===== src/rtl/qwi_axil2reg_pkg.sv =====
// Shared definitions for the AXI4-Lite to register-bus bridge:
// FSM state encoding and AXI response codes.
package qwi_axil2reg_pkg;

    typedef enum logic [2:0] {
        IDLE    = 3'd0,
        WR_EXEC = 3'd1,
        WR_RESP = 3'd2,
        RD_ADDR = 3'd3,
        RD_DATA = 3'd4
    } state_t;

    localparam logic [1:0] RESP_OKAY   = 2'b00;
    localparam logic [1:0] RESP_SLVERR = 2'b10;

endpackage


===== src/rtl/qwi_axil2reg.sv =====
// AXI4-Lite slave bridging single-beat reads/writes onto a simple register bus
// (one outstanding transaction, 2-cycle request-to-response latency).
module qwi_axil2reg
    import qwi_axil2reg_pkg::*;
#(
    parameter int REGCNT = 32,
    parameter int AWID   = 12,
    parameter int DWID   = 32
) (
    input  logic                reg_clk,
    input  logic                reg_rst,
    input  logic [AWID+1:0]     s_axil_awaddr,
    input  logic                s_axil_awvalid,
    output logic                s_axil_awready,
    input  logic [DWID-1:0]     s_axil_wdata,
    input  logic [DWID/8-1:0]   s_axil_wstrb,
    input  logic                s_axil_wvalid,
    output logic                s_axil_wready,
    output logic [1:0]          s_axil_bresp,
    output logic                s_axil_bvalid,
    input  logic                s_axil_bready,
    input  logic [AWID+1:0]     s_axil_araddr,
    input  logic                s_axil_arvalid,
    output logic                s_axil_arready,
    output logic [DWID-1:0]     s_axil_rdata,
    output logic [1:0]          s_axil_rresp,
    output logic                s_axil_rvalid,
    input  logic                s_axil_rready,
    output logic                reg_ce,
    output logic [DWID/8-1:0]   reg_we,
    output logic [AWID-1:0]     reg_addr,
    output logic [DWID-1:0]     reg_wrd,
    input  logic [DWID-1:0]     reg_rdd
);

    localparam int SWID = DWID / 8;
    localparam logic [AWID:0] REGCNT_W = REGCNT[AWID:0];

    state_t            state_reg;
    logic [AWID-1:0]   addr_reg;
    logic [DWID-1:0]   wrd_reg;
    logic [SWID-1:0]   strb_reg;
    logic              ce_reg;
    logic [1:0]        bresp_reg;
    logic              bvalid_reg;
    logic [DWID-1:0]   rdata_reg;
    logic [1:0]        rresp_reg;
    logic              rvalid_reg;

    logic [AWID-1:0]   aw_idx;
    logic [AWID-1:0]   ar_idx;
    logic              wr_hs;
    logic              rd_hs;
    logic              wr_legal;
    logic              rd_in_range;
    logic              unused_addr_bits;

    assign aw_idx = s_axil_awaddr[AWID+1:2];
    assign ar_idx = s_axil_araddr[AWID+1:2];
    assign unused_addr_bits = ^{s_axil_awaddr[1:0], s_axil_araddr[1:0]};

    // AW and W must arrive together; a pending write beats a pending read.
    assign wr_hs = !reg_rst && (state_reg == IDLE) && s_axil_awvalid && s_axil_wvalid;
    assign rd_hs = !reg_rst && (state_reg == IDLE) && s_axil_arvalid
                   && !(s_axil_awvalid && s_axil_wvalid);

    assign wr_legal    = ({1'b0, aw_idx} < REGCNT_W) && (&s_axil_wstrb);
    assign rd_in_range = ({1'b0, addr_reg} < REGCNT_W);

    always_ff @(posedge reg_clk) begin
        if (reg_rst) begin
            state_reg  <= IDLE;
            addr_reg   <= '0;
            wrd_reg    <= '0;
            strb_reg   <= '0;
            ce_reg     <= 1'b0;
            bresp_reg  <= RESP_OKAY;
            bvalid_reg <= 1'b0;
            rdata_reg  <= '0;
            rresp_reg  <= RESP_OKAY;
            rvalid_reg <= 1'b0;
        end else begin
            ce_reg <= 1'b0;
            case (state_reg)
                IDLE: begin
                    if (wr_hs) begin
                        addr_reg  <= aw_idx;
                        wrd_reg   <= s_axil_wdata;
                        strb_reg  <= s_axil_wstrb;
                        ce_reg    <= wr_legal;
                        bresp_reg <= wr_legal ? RESP_OKAY : RESP_SLVERR;
                        state_reg <= WR_EXEC;
                    end else if (rd_hs) begin
                        addr_reg  <= ar_idx;
                        state_reg <= RD_ADDR;
                    end
                end
                WR_EXEC: begin
                    bvalid_reg <= 1'b1;
                    state_reg  <= WR_RESP;
                end
                WR_RESP: begin
                    if (s_axil_bready) begin
                        bvalid_reg <= 1'b0;
                        state_reg  <= IDLE;
                    end
                end
                RD_ADDR: begin
                    // reg_rdd has settled on addr_reg during this cycle.
                    rdata_reg  <= rd_in_range ? reg_rdd : '0;
                    rresp_reg  <= rd_in_range ? RESP_OKAY : RESP_SLVERR;
                    rvalid_reg <= 1'b1;
                    state_reg  <= RD_DATA;
                end
                RD_DATA: begin
                    if (s_axil_rready) begin
                        rvalid_reg <= 1'b0;
                        state_reg  <= IDLE;
                    end
                end
                default: state_reg <= IDLE;
            endcase
        end
    end

    // Outputs are masked by reset so a mid-transaction reset kills them in the same cycle.
    assign s_axil_awready = wr_hs;
    assign s_axil_wready  = wr_hs;
    assign s_axil_arready = rd_hs;
    assign s_axil_bvalid  = bvalid_reg && !reg_rst;
    assign s_axil_bresp   = reg_rst ? RESP_OKAY : bresp_reg;
    assign s_axil_rvalid  = rvalid_reg && !reg_rst;
    assign s_axil_rresp   = reg_rst ? RESP_OKAY : rresp_reg;
    assign s_axil_rdata   = reg_rst ? '0 : rdata_reg;
    assign reg_ce         = ce_reg && !reg_rst;
    assign reg_we         = (ce_reg && !reg_rst) ? strb_reg : '0;
    assign reg_addr       = reg_rst ? '0 : addr_reg;
    assign reg_wrd        = reg_rst ? '0 : wrd_reg;

endmodule


===== config.mk =====
export PLATFORM = sky130hd
export DESIGN_NAME = qwi_axil2reg
export DESIGN_NICKNAME = d
export VERILOG_FILES = /design/src/rtl/qwi_axil2reg_pkg.sv /design/src/rtl/qwi_axil2reg.sv
export SDC_FILE = /design/constraint.sdc
export NUM_CORES = 1
export LEC_CHECK = 0
export BUFFER_PORTS_ARGS = -buffer_cell sky130_fd_sc_hd__clkbuf_2
export CAP_MARGIN = 20
export CORE_MARGIN = 2
export CORE_UTILIZATION = 42
export DETAILED_ROUTE_END_ITERATION = 10
export GPL_TIMING_DRIVEN = 0
export PLACE_DENSITY = 0.87
export SLEW_MARGIN = 10
export SYNTH_ARGS = -nofsm -noshare
export SYNTH_HDL_FRONTEND = slang
export SYNTH_SLANG_ARGS = --single-unit

===== constraint.sdc =====
create_clock -name reg_clk -period 1.96 [get_ports reg_clk]
set_input_delay 0.294 -clock reg_clk [delete_from_list [all_inputs] [get_ports reg_clk]]
set_output_delay 0.294 -clock reg_clk [all_outputs]
set_load 0.01 [all_outputs]

Word level (Yosys, flattened, before mapping)
Index checks and enable logic that the tools add are counted.
- order comparisons: 2
- equal/unequal tests: 7
- mux-type cells: 20
- bitwise gates (word level): 2
- reductions and logical operators: 23
- operators with widths (cell ; number):
    32-bit two-way mux ; 3
    12-bit two-way mux ; 3
    12-bit by 6-bit less-than comparator with 1-bit output (second input constant) ; 2
    3-bit case mux with 5 select lines ; 1
    3-bit two-way mux ; 4
    1-bit logical AND ; 10
    2-bit two-way mux ; 4
    2-bit AND reduction ; 4
    3-bit by 2-bit equality test with 1-bit output (second input constant) ; 2
    2-bit nonzero test ; 3
    4-bit two-way mux ; 1
    2-bit != test (second input constant) ; 2
    1-bit case mux with 2 select lines ; 2
    4-bit AND reduction ; 1
    3-bit by 1-bit equality test with 1-bit output (second input constant) ; 1
    3-bit equality test (second input constant) ; 1
    3-bit logical NOT ; 1
    3-bit != test (second input constant) ; 1
    3-bit AND reduction ; 1
    3-bit OR reduction ; 1
    1-bit logical NOT ; 2
    1-bit two-way mux ; 2
    1-bit NOT ; 2
- flip-flop bits (word level): 90
- bits of input ports: 103
- output and inout bits: 90
- word-level logic and storage cells: 64

Depth between registers and ports, before layout
- depth in word-level cells: 7
- mapped depth: 7
- mapped depth without buffers: 3

Worst setup path before layout
No wires, ideal clock.
- path type: reg2reg
- start: register state_reg[0]
- end: register wrd_reg[27]
- setup time: 0.123 ns
- arrival: 1.744 ns
- required time: 1.837 ns
- setup slack: 0.093 ns
- stages on the path, launching flop included: 8
- path buffers: 4
- period minus slack after synthesis: 1.867 ns
- cells stage by stage: dfxtp_1 > buf_6 > or4_4 > buf_6 > nor2_8 > buf_8 > buf_6 > mux2_1
- word-level cells in the longest chain between the ends: 5
- ends and longest elaborated chain (item ; line ; source):
    from (decl) ; qwi_axil2reg.sv:39 ; state_t state_reg;
    from (signal assigned) ; qwi_axil2reg.sv:72 ; state_reg <= IDLE;
    from (signal assigned) ; qwi_axil2reg.sv:92 ; state_reg <= WR_EXEC;
    from (signal assigned) ; qwi_axil2reg.sv:95 ; state_reg <= RD_ADDR;
    3-bit logical NOT ; qwi_axil2reg.sv:63 ; assign wr_hs = !reg_rst && (state_reg == IDLE) && s_axil_awvalid && s_axil_wvalid;
    1-bit logical AND (3 in series) ; qwi_axil2reg.sv:63 ;
    named net s_axil_awready ; qwi_axil2reg.sv:14 ; output logic s_axil_awready,
    2-bit AND reduction (no source line) ; -- ;
    to (signal assigned) ; qwi_axil2reg.sv:88 ; wrd_reg <= s_axil_wdata;
    to (decl) ; qwi_axil2reg.sv:41 ; logic [DWID-1:0] wrd_reg;
The timed path passes the listed nets, and every way through them passes these cells.
A chain may end at the register's enable or synchronous reset.

Worst setup path after layout
- start: register state_reg[0]
- end: output s_axil_wready
- word-level cells in the longest chain between the ends: 4
- ends and longest elaborated chain (item ; line ; source):
    3-bit logical NOT ; qwi_axil2reg.sv:63 ;
    1-bit logical AND (3 in series) ; qwi_axil2reg.sv:63 ;
    to (decl) ; qwi_axil2reg.sv:18 ; output logic s_axil_wready,
No other way between the ends.

==> results_dict.tcl <==
set metrics [dict create \
    cp.required_ps 1670 \
    grt_max_degree 20 \
    synth.most_common_cell "dfxtp_1" \
    drive_gt1_share_pct 39.3 \
    cts.clk_slew.worst_paths_ps 100 \
    synthSimpleGateAreaFrac_pct 30.7 \
    rsz0062_at_grt "true" \
    fp.dieW_um 102 \
    grt_pass1_wl_um 17700 \
    yosysTopAreaCell "dfxtp_1" \
    cts_tree "yes" \
    dp.cells 774 \
    syn_avg_cell_area_um2 8.88 \
    status "finished with violations" \
    gp_congestion 0.919 \
    synthMuxAreaShare_pct 9.80 \
    via_count 4105 \
    yosysTopAreaCellShare_pct 43.4 \
    cts_max_path_buffers 2 \
    synth-xor-area-share_pct 0 \
    worst-path-max-fanout 5 \
    hold_depth 2 \
    grt_pass1_vias 3974 \
    slew_headroom_pct 65.1 \
    dieArea_mm2 0.0105 \
    gr-usage-all-layers_pct 21.3 \
    failed_checks "negative setup slack" \
    max_freq_mhz 503 \
    ys_seq_elements 88 \
    r2r-end "wrd_reg[31]" \
    synth_top_family_by_area "simple AND/OR/NAND/NOR gates" \
    synth.cell_area_mm2 0.00406 \
    whs_ps 150 \
    htree_levels 3 \
    dp_hpwl_um 8640 \
    synthArstFlopShare_pct 0 \
    drv_cap 0 \
    row_count 35 \
    hold_buffers 0 \
    power_density_mw_per_mm2 733 \
    synth_edf_count 0 \
    worst_slew_pin_slew_ps 523 \
    portBuffers 186 \
    hold_class "in -> reg" \
    start_kind "flop" \
    synth_seq_area_share_pct 43.4 \
    syn_inst 457 \
    cts_sinks 88 \
    min_from "s_axil_wdata[28]" \
    detail_route.first_pass.iterations 4 \
    viasPerCell 5.16 \
    start_util_pct 43.5 \
    finalHoldViolations 0 \
    end_kind "primary output" \
    setup_viol 1 \
    post_drt_wl_per_cell_um 14.2 \
    synth_fa_ha_area_share_pct 0 \
    clock_skew_ps 13.2 \
    worstSkewPairLatency_ps 350 \
    die_y_um 102 \
    synth_area_leaders "dfxtp_1, nor2b_1, nand4_1" \
    reg2reg_depth 6 \
    yosysWarnings 0 \
    reg2reg_from "state_reg[0]" \
    ys.flop_type "dfxtp_1" \
    pin_count 193 \
    area_growth_pct 34.7 \
    leakagePower_nw 2.42 \
    setup_ws_ps -26.5 \
    synth_compound_area_share_pct 9.99 \
    cts_inserted_buffers 9 \
    multi_input_area_mm2 0.00208 \
    post-route-util_pct 58.6 \
    drt-initial-drc-count 192 \
    route.detailed.drc 0 \
    place_ws_ps -386 \
    antenna_found_initial 0 \
    core_area_mm2 0.00933 \
    tns_ps -26.5 \
    nFillCells 840 \
    drt-total-wl_um 11300 \
    min_to "wrd_reg[28]" \
    final_max_slew_viol_count 0 \
    antenna_cells 0 \
    timing.final.crit_share_pct 101 \
    regArea_mm2 0.00177 \
    antenna_left 0 \
    reg2reg_slack_ps 60 \
    synth_top_cells_by_count "dfxtp_1, nor2b_1, a21oi_1" \
    final_cells 795 \
    root_buffer "clkbuf_8" \
    overflow 0 \
    final_nets 764 \
    period_needed_ps 1990 \
    critical_path_arrival_ps 1690 \
    yosysUniqueCellTypes 39 \
    peakVddDrop_mv 0.339 \
    setup.worst_path.class "reg -> out" \
]
[layer usage]
metal | track usage (%) | wire, um | vias up
met5 | 0 | 0 | -
met1 | 24.7 | 4600 | 1900
li1 | - | - | 1988
met4 | 8.10 | 201 | 0
met3 | 4.72 | 748 | 23
met2 | 38.2 | 5740 | 194
[worst max-delay path: stages, from the launching register on]
cell and delay (ps):
dfxtp_4 350, or4_4 560, nor2_8 140, buf_8 130
buf_6 90, buf_6 80
[layout make-up]
| type | count | share of cell area (%) |
|---|---|---|
| plain buffers | 39 | 3.80 |
| clock buffers | 11 | 2.77 |
| clock inverters | 5 | 1.17 |
| inverters | 2 | 0.137 |
| multi-input cells | 323 | 38.0 |
| flip-flops and latches | 88 | 32.3 |
| well taps | 129 | 2.95 |
| repair buffers | 198 | 18.9 |
[worst max-delay path by stage]
| stage | from | endpoint | slack [ps] | cells past startpoint |
|---|---|---|---|---|
| floorplan | state_reg[0] | wrd_reg[27] | 90 | 7 |
| global placement | reg_rst | reg_ce | -360 | 6 |
| detailed placement | reg_rst | reg_ce | -390 | 6 |
| CTS | state_reg[2] | s_axil_wready | -150 | 6 |
| global route | state_reg[0] | s_axil_wready | -90 | 5 |
| finish | state_reg[0] | s_axil_wready | -30 | 5 |
[kinds of logic after synthesis]
kind of cell	Yosys count
simple gates	220
other cells	1
flops	88
buf+inv	47
mux	32
compound gates	69
[through the flow]
stage               cell area [um^2]  power [mW]
global route                    5470        4.20
CTS                             5460        4.03
floorplan                       4060        2.40
detailed placement              5170        2.69
finish                          5470        4.01
global placement                5150        2.65
[power breakdown]
part           internal [mW]  switching [mW]
Sequential              1.88          0.0336
Clock                  0.669           0.660
Combinational          0.326           0.437
[what timing repair did]
item	4_1_cts	5_1_grt
endpoints found under the setup margin	58	26
pin swaps	3	3
resized for setup	16	8
buffers inserted	8	3
[layout by cell type (no fill, tap or decap), types with 2 or more instances in the layout]
cell type  count
mux2_1         4
clkbuf_8      11
clkinv_4       2
buf_6          3
nor3_1        14
nand2b_1      16
dfxtp_4        2
nor2b_1       80
o21ai_0        4
nand3_1        4
dfxtp_1       86
nor2_1        24
mux2_4        10
nand4_1       33
conb_1         2
nand3b_1       3
inv_1          2
buf_2          3
mux2_2        18
a211oi_1      13
and2_1         2
clkbuf_1      25
a21oi_1       36
clkbuf_2     188
buf_4         14
nand2_1       34
o22ai_1       12
(Power assumes the default switching activity.)
